<file path="src/rtl/frame_seq_pkg.sv">
// frame_seq_pkg
//   Shared types and constants for the frame sequencer.
//   - state_e           : sequencer states (IDLE, ISSUE, WAIT_DONE, GAP)
//   - DEFAULT_LEN_W     : default byte-count width
//   - len_t             : byte-count type at the default width
//   - MAX_FRAME_PAYLOAD : largest frame payload the calculator emits
//                         (used by benches and calculator models)
package frame_seq_pkg;

  localparam int DEFAULT_LEN_W     = 16;
  localparam int MAX_FRAME_PAYLOAD = 1500;

  typedef logic [DEFAULT_LEN_W-1:0] len_t;

  typedef enum logic [1:0] {
    IDLE      = 2'd0,
    ISSUE     = 2'd1,
    WAIT_DONE = 2'd2,
    GAP       = 2'd3
  } state_e;

endpackage

</file>
<file path="src/rtl/ifg_timer.sv">
// ifg_timer
//   Loadable down-counter that times the inter-frame gap.
//   Ports:
//     clk, rst_n  : clock, synchronous active-low reset
//     start_i     : load the counter with IFG_CYCLES
//     clear_i     : force the counter to zero (abort)
//     expired_o   : high during the final gap cycle
//   Parameter IFG_CYCLES sets the gap length; the counter is
//   $clog2(IFG_CYCLES+1) bits wide, never narrower than 1.
module ifg_timer #(
  parameter int IFG_CYCLES = 12
) (
  input  logic clk,
  input  logic rst_n,
  input  logic start_i,
  input  logic clear_i,
  output logic expired_o
);

  localparam int CNT_W = (IFG_CYCLES < 1) ? 1 : $clog2(IFG_CYCLES + 1);

  logic [CNT_W-1:0] cnt_q;

  always_ff @(posedge clk) begin
    if (!rst_n || clear_i) begin
      cnt_q <= '0;
    end else if (start_i) begin
      cnt_q <= CNT_W'(IFG_CYCLES);
    end else if (cnt_q != '0) begin
      cnt_q <= cnt_q - CNT_W'(1);
    end
  end

  // Loaded in the frm_done cycle, so the count reaches 1 in the
  // IFG_CYCLES-th gap cycle; the sequencer leaves GAP on that edge.
  assign expired_o = (cnt_q == CNT_W'(1));

endmodule

</file>
<file path="src/rtl/frame_seq_ctrl.sv">
// frame_seq_ctrl
//   Sequences the per-frame payload length calculator: accepts one
//   transfer request, loads the calculator, issues one descriptor per
//   frame to the frame generator, steps the calculator after each
//   frame and inserts IFG_CYCLES idle cycles after every frame.
//   Ports:
//     clk, rst_n                  : clock, synchronous active-low reset
//     req_valid/req_ready/req_bytes: transfer request handshake
//     req_done                    : pulse, transfer finished normally
//     abort / abort_done          : cancel transfer / pulse, abort taken
//     calc_load/calc_step/calc_bytes: calculator control
//     calc_len/calc_last          : calculator outputs (forwarded only)
//     frm_valid/frm_ready/frm_len/frm_last: frame descriptor handshake
//     frm_done                    : pulse, generator finished the frame
//     stat_frames/stat_bytes      : only with FRAME_SEQ_STATS_EN defined
//     dbg_state_o                 : current sequencer state
//   Optional feature macro: FRAME_SEQ_STATS_EN.
//
//   Handshakes: a transfer happens in a cycle where valid and ready are
//   both high. Once raised, frm_valid holds with stable frm_len/frm_last
//   until that cycle; only an abort may drop it early (and abort also
//   masks frm_valid in its own cycle so no descriptor slips through).
module frame_seq_ctrl
  import frame_seq_pkg::*;
#(
  parameter int IFG_CYCLES = 12,
  parameter int LEN_W      = DEFAULT_LEN_W
) (
  input  logic             clk,
  input  logic             rst_n,
  input  logic             req_valid,
  output logic             req_ready,
  input  logic [LEN_W-1:0] req_bytes,
  output logic             req_done,
  input  logic             abort,
  output logic             abort_done,
  output logic             calc_load,
  output logic             calc_step,
  output logic [LEN_W-1:0] calc_bytes,
  input  logic [LEN_W-1:0] calc_len,
  input  logic             calc_last,
  output logic             frm_valid,
  input  logic             frm_ready,
  output logic [LEN_W-1:0] frm_len,
  output logic             frm_last,
  input  logic             frm_done,
`ifdef FRAME_SEQ_STATS_EN
  output logic [31:0]      stat_frames,
  output logic [31:0]      stat_bytes,
`endif
  output state_e           dbg_state_o
);

  state_e state_q;
  logic   last_q;
  logic   req_done_q;
  logic   abort_done_q;
  logic   abort_take;
  logic   frame_end;
  logic   gap_expired;

  // abort is ignored while idle
  assign abort_take = abort && (state_q != IDLE);
  assign frame_end  = (state_q == WAIT_DONE) && frm_done && !abort_take;

  assign req_ready  = (state_q == IDLE);
  assign calc_load  = (state_q == IDLE) && req_valid && (req_bytes != '0);
  assign calc_bytes = req_bytes;
  assign calc_step  = frame_end && !last_q;
  assign frm_valid  = (state_q == ISSUE) && !abort;
  assign frm_len    = calc_len;
  assign frm_last   = calc_last;
  assign req_done   = req_done_q;
  assign abort_done = abort_done_q;
  assign dbg_state_o = state_q;

  ifg_timer #(
    .IFG_CYCLES (IFG_CYCLES)
  ) u_ifg_timer (
    .clk       (clk),
    .rst_n     (rst_n),
    .start_i   (frame_end),
    .clear_i   (abort_take),
    .expired_o (gap_expired)
  );

  always_ff @(posedge clk) begin
    if (!rst_n) begin
      state_q      <= IDLE;
      last_q       <= 1'b0;
      req_done_q   <= 1'b0;
      abort_done_q <= 1'b0;
    end else begin
      req_done_q   <= 1'b0;
      abort_done_q <= 1'b0;
      if (abort_take) begin
        state_q      <= IDLE;
        abort_done_q <= 1'b1;
      end else begin
        case (state_q)
          IDLE: begin
            if (req_valid) begin
              // A zero-byte transfer completes without touching the calculator
              if (req_bytes != '0) state_q <= ISSUE;
              else                 req_done_q <= 1'b1;
            end
          end
          ISSUE: begin
            if (frm_ready) begin
              last_q  <= calc_last;
              state_q <= WAIT_DONE;
            end
          end
          WAIT_DONE: begin
            if (frm_done) begin
              req_done_q <= last_q;
              if (IFG_CYCLES == 0) state_q <= last_q ? IDLE : ISSUE;
              else                 state_q <= GAP;
            end
          end
          GAP: begin
            if (gap_expired) state_q <= last_q ? IDLE : ISSUE;
          end
          default: state_q <= IDLE;
        endcase
      end
    end
  end

`ifdef FRAME_SEQ_STATS_EN
  // Counts accepted descriptors; survives abort, cleared only by reset.
  always_ff @(posedge clk) begin
    if (!rst_n) begin
      stat_frames <= '0;
      stat_bytes  <= '0;
    end else if (frm_valid && frm_ready) begin
      stat_frames <= stat_frames + 32'd1;
      stat_bytes  <= stat_bytes + 32'(frm_len);
    end
  end
`endif

endmodule

</file>
<file path="config.mk">
export PLATFORM = sky130hd
export DESIGN_NAME = frame_seq_ctrl
export DESIGN_NICKNAME = d
export VERILOG_FILES = /design/src/rtl/frame_seq_pkg.sv /design/src/rtl/ifg_timer.sv /design/src/rtl/frame_seq_ctrl.sv
export SDC_FILE = /design/constraint.sdc
export NUM_CORES = 1
export LEC_CHECK = 0
export ABC_AREA = 1
export CAP_MARGIN = 5
export CORE_UTILIZATION = 27
export DETAILED_ROUTE_END_ITERATION = 12
export GPL_ROUTABILITY_DRIVEN = 0
export HOLD_SLACK_MARGIN = 0.05
export PLACE_DENSITY = 0.8
export SETUP_SLACK_MARGIN = 0.05
export SYNTH_ARGS = -nofsm -noshare
export SYNTH_HDL_FRONTEND = slang
export SYNTH_SLANG_ARGS = --single-unit
</file>
<file path="constraint.sdc">
create_clock -name clk -period 1.15 [get_ports clk]
set_input_delay 0.1725 -clock clk [delete_from_list [all_inputs] [get_ports clk]]
set_output_delay 0.1725 -clock clk [all_outputs]
set_load 0.02 [all_outputs]
</file>
==> impl_metrics.tcl, run 1 <==
set metrics [dict create \
    place_ws_ps -656 \
    drv_cap 0 \
    die_x_um 58.4 \
    power.density_cell_area_nw_per_um2 1780 \
    end_kind "primary output" \
    clockBufferDepth 2 \
    yosysTopAreaCell "buf_4" \
    synth_xor_area_share_pct 1.02 \
    drc 0 \
    fillerInstances 303 \
    h-tree-depth 1 \
    die-area_um2 3410 \
    outcome "finished, violations left" \
    cts_tree "yes" \
    rsz0062_at_grt "true" \
    grt_util_all_layers_pct 12.0 \
    fmax_mhz 717 \
    gr-total-overflow 0 \
    vias_per_cell 4.09 \
    start_util_pct 28.3 \
    path_cells "inv_6 -> ha_4 -> inv_4 -> nand2_4 -> nand3_4 -> nor2_4 -> buf_6" \
    num_vias 842 \
    startpoint "dbg_state_o[1]" \
    fp.dieH_um 58.4 \
    root_buffer "clkbuf_4" \
    synth_area_leaders "buf_4, dfxtp_1, ha_1" \
    path_class "reg2out" \
    min_from "calc_len[12]" \
    syn_area_um2 858 \
    drt_iter0_markers 18 \
    io_pins 80 \
    antenna_found_initial 0 \
    drt_first_pass_iters 4 \
    core_um2 3030 \
    num-nets-final 209 \
    clock_latency_ps 250 \
    timing.final.crit_share_pct 121 \
    grt_max_degree 7 \
    drive_gt1_share_pct 39.5 \
    finalCriticalPeriod_ps 1390 \
    power_leakage_nw 0.674 \
    grt_pass1_wl_mm 3.17 \
    grt_pass1_vias 756 \
    startpoint_type "flip-flop" \
    relSlewSlack_pct 83.9 \
    failed_checks "setup timing" \
    required_ps 980 \
    max-vdd-ir-drop_v 0.000582 \
    yosys.area_share.simple_pct 25.2 \
    num_antenna_cells 0 \
    hold_path.class "in2out" \
    ys_seq_area_share_pct 21.0 \
    setup_viol 13 \
    cp_data_arrival_time_ps 1220 \
    rows 20 \
    ant_nets 0 \
    setup_slack_ps -245 \
    drt-wirelength-per-cell_um 10.2 \
    cts_sinks 9 \
    slowest_delay_ps 360 \
    synthAdderAreaFrac_pct 10.2 \
    hold_violations 0 \
    worst_clock_skew_ps 0.422 \
    dpl.hpwl_mm 1.67 \
    synth_mux_area_share_pct 0 \
    ys_seq_elements 9 \
    syn_nets 167 \
    worstPathMaxFanout 4 \
    port_buffers 47 \
    synth-compound-area-share_pct 8.02 \
    synth_top_family_by_area "buffers and inverters" \
    yosysUniqueCellTypes 18 \
    yosysWarningCount 0 \
    final_common_cell "dlygate4sd2_1" \
    worstMarginPinSlew_ps 240 \
    area_growth_pct 66.3 \
    whs_ps 345 \
    maxSlewViolCount 0 \
    synth_top_area_share_pct 28.9 \
    slowest_stage "dfxtp_4" \
    cts-buffers-inserted 3 \
    rr_startpoint "dbg_state_o[1]" \
    setup_tns_ps -1910 \
    synthCells 121 \
    drt-total-wl_mm 2.10 \
    syn_area_per_cell_um2 7.09 \
    path_clk_slew_ps 60 \
    final_cell_mix "dlygate4sd2_1, buf_4, nor2_1" \
]
[final timing paths]
kind | endpoint | slack (ps) | cells past startpoint
setup / recovery | calc_step | -240 | 7
setup reg to reg | dbg_state_o[0] | -230 | 10
hold reg to reg | u_ifg_timer.cnt_q[0] | 510 | 1
hold / removal | frm_len[12] | 350 | 0
[area by class of cell]
class,count,area [µm²],area share (%)
repair buffers,70,618,43.3
multi-input cells,66,479,33.6
flip-flops and latches,9,188,13.1
inverters,13,61.3,4.29
well taps,44,55.1,3.86
clock buffers,4,26.3,1.84
[through the flow]
stage	cell area, µm²	std cells	utilization, %	total power, mW
floorplan	930	121	-	1.57
global placement	1340	196	44.1	2.02
detailed placement	1340	196	44.1	2.07
CTS	1340	203	44.3	2.33
global route	1430	206	47.1	2.75
finish	1430	206	47.1	2.54
[metal layers]
layer | vias up | global-route usage, % | wire length [µm] | part of all wire [%]
met5 | - | 0 | 0 | 0
met4 | 0 | 3.06 | 0 | 0
met3 | 0 | 3.74 | 103 | 4.9
met2 | 28 | 21.2 | 1140 | 54
met1 | 379 | 14.0 | 851 | 41
li1 | 435 | - | - | -
[registers in the layout (all words and copies together), names as in the netlist]
register and count:
dbg_state_o 2, abort_done 1, u_ifg_timer.cnt_q 4, last_q 1, req_done 1
[cells by family (layout without fill, tap and decap cells)]
kind of cell / after synthesis / count (layout)
buffers and inverters: 46 / 87
DFF: 9 / 9
and+or+nand+nor: 47 / 47
xor gates and xnor gates: 1 / 1
adders and majority gates: 7 / 7
AOI/OAI and AO/OA: 11 / 11
[what timing repair did]
| action | in CTS | in global routing |
|---|---|---|
| pin swaps | 19 | 7 |
| gates cloned | 0 | 0 |
| hold buffers | 0 | 0 |
| setup buffers | 3 | 3 |
| gates resized for setup | 72 | 20 |
| setup endpoints to repair | 33 | 15 |
[critical path, delay by kind of cell, from the launching register on]
family	cells	cell delay (ps)
adders and majority gates	1	140
and+or+nand+nor	3	230
buffers and inverters	3	220
DFF	1	360
[where the power goes]
group          total (mW)  internal, mW  switching, mW  leakage [nW]
clock               0.239         0.133          0.105        0.0150
combinational        1.77         0.873          0.896         0.584
sequential          0.537         0.434          0.103        0.0753
total                2.54          1.44           1.10         0.674
[cell usage after synthesis]
master,number
xor2_1,1
a211oi_2,1
inv_1,13
buf_4,33
nand3_1,8
o22ai_1,1
nand4_1,1
a21oi_1,6
nand2_2,3
nor2_4,1
nand2_4,1
ha_1,7
o211ai_1,2
o21ai_0,1
nor2_1,18
nor2_2,2
nand2_1,13
dfxtp_1,9
Power figures use the tool's default switching activity.
==> inputs of run 2 (changes only) <==
Settings changed: SETUP_SLACK_MARGIN 0.05 to 0.1.
==> run 2 against run 1 <==
The run still ends with setup timing left; setup slack lost 1.3 ps; combinational power hardly changed; clock skew increased by 0.92 ps; sequential power about the same; core utilization grew 0.17 points; via count increased by 0.71%; total power rose by 0.88%; register-to-register slack hardly changed; first-iteration DRC count grew 39%; sequential share of layout area about the same; final area up 0.35%; clock power barely moved.
==> impl_metrics.tcl, run 2 (synthesized netlist as in run 1, its figures left out) <==
set metrics [dict create \
    relSlewSlack_pct 83.7 \
    startpoint_type "flip-flop" \
    failed_checks "setup timing" \
    required_ps 980 \
    finalPower_mw 2.57 \
    start_util_pct 28.3 \
    fmax_mhz 716 \
    drv_cap 0 \
    antenna_found_initial 0 \
    h-tree-depth 1 \
    num_vias 848 \
    io_pins 80 \
    reg2reg_to "dbg_state_o[0]" \
    rr_startpoint "dbg_state_o[1]" \
    path_clk_slew_ps 60 \
    grt_max_degree 7 \
    path_class "reg2out" \
    power.density_cell_area_nw_per_um2 1790 \
    worstMarginPinSlew_ps 244 \
    drt_iter0_markers 25 \
    core_um2 3030 \
    slowest_stage "dfxtp_4" \
    port_buffers 47 \
    postCtsHoldBufs 0 \
    cts_tree "yes" \
    rsz0062_at_grt "true" \
    setup_viol 12 \
    hold_violations 0 \
    end_kind "primary output" \
    fin_area_um2 1430 \
    area_growth_pct 66.9 \
    ant_nets 0 \
    grt_pass1_vias 756 \
    final_cell_mix "dlygate4sd2_1, buf_4, nor2_1" \
    top_register "u_ifg_timer.cnt_q" \
    rows 20 \
    clockBufferDepth 2 \
    startpoint "dbg_state_o[1]" \
    drive_gt1_share_pct 40.5 \
    gr-total-overflow 0 \
    worst_clock_skew_ps 1.34 \
    drc 0 \
    place_inst 196 \
    vias_per_cell 4.10 \
    outcome "finished, violations left" \
    maxSlewViolCount 0 \
    drt-total-wl_mm 2.14 \
    slowest_delay_ps 360 \
    hold_path.class "in2out" \
    cts_sinks 9 \
    dpl.hpwl_mm 1.67 \
    num_antenna_cells 0 \
    place_area_um2 1340 \
    largest_register_ffs 4 \
    place_ws_ps -656 \
    endpoint "calc_step" \
    fin_cells 207 \
    grt_util_all_layers_pct 11.9 \
    max-vdd-ir-drop_v 0.000539 \
    rrSetupSlack_ps -230 \
    finalCriticalPeriod_ps 1400 \
    drt-wirelength-per-cell_um 10.3 \
    clock_latency_ps 260 \
    power_leakage_nw 0.672 \
    die_x_um 58.4 \
    whs_ps 345 \
    die-area_um2 3410 \
    path_cells "inv_6 -> ha_4 -> inv_4 -> nand2_4 -> nand3_4 -> nor2_4 -> buf_6" \
    num-nets-final 210 \
    final_common_cell "dlygate4sd2_1" \
    worstPathMaxFanout 4 \
    drt_first_pass_iters 4 \
    worstRegToRegCells 10 \
    fp.dieH_um 58.4 \
    timing.final.crit_share_pct 121 \
    root_buffer "clkbuf_4" \
    cp_data_arrival_time_ps 1220 \
    setup_slack_ps -246 \
    cts-buffers-inserted 3 \
    grt_pass1_wl_mm 3.17 \
]
[run 2: routing by layer]
layer / GRT usage [%] / vias up / wire length, µm
li1: - / 437 / -
met1: 13.9 / 381 / 880
met2: 21.2 / 28 / 1140
met3: 3.74 / 2 / 106
met4: 3.06 / 0 / 15
met5: 0 / - / 0
[run 2: worst min path at each step]
stage,cells after the start,slack (ps),from,end
global placement,0,350,calc_len[14],frm_len[14]
CTS,0,350,calc_len[14],frm_len[14]
floorplan,2,310,rst_n,last_q
finish,0,350,calc_len[12],frm_len[12]
detailed placement,0,350,calc_len[14],frm_len[14]
global route,0,350,calc_len[9],frm_len[9]
[run 2: stage by stage]
step	utilization [%]	TNS [ps]
global route	47.3	-2900
CTS	44.7	-1920
finish	47.3	-1950
detailed placement	44.1	-8760
global placement	44.1	-8410
floorplan	-	-316
[run 2: area by class of cell]
| cell class | count | area, µm² |
|---|---|---|
| clock buffer | 4 | 26.3 |
| fill | 304 | 1600 |
| inverter | 13 | 61.3 |
| multi-input combinational | 66 | 479 |
| sequential | 9 | 188 |
| tap | 44 | 55.1 |
| timing repair buffer | 71 | 623 |
[run 2: critical path, delay by kind of cell (launching register included)]
kind / cells / cell delay, ps
and+or+nand+nor: 3 / 230
DFF: 1 / 360
adders and majority gates: 1 / 140
buffers and inverters: 3 / 220
[run 2: where the power goes]
group | internal [mW] | switching, mW | total (mW)
clock | 0.133 | 0.105 | 0.238
combinational | 0.884 | 0.906 | 1.79
sequential | 0.434 | 0.106 | 0.540
total | 1.45 | 1.12 | 2.57
[run 2: repair_timing]
item / in CTS / in global routing
setup endpoints to repair: 33 / 16
pin swaps: 19 / 7
cloned: 0 / 0
resized for setup: 79 / 16
setup buffers: 3 / 4
==> inputs of run 3 (changes only) <==
Settings changed: TNS_END_PERCENT from default to 100.
==> results of run 3 <==
No change in the layout: final DEF, timing and power equal those of run 2.
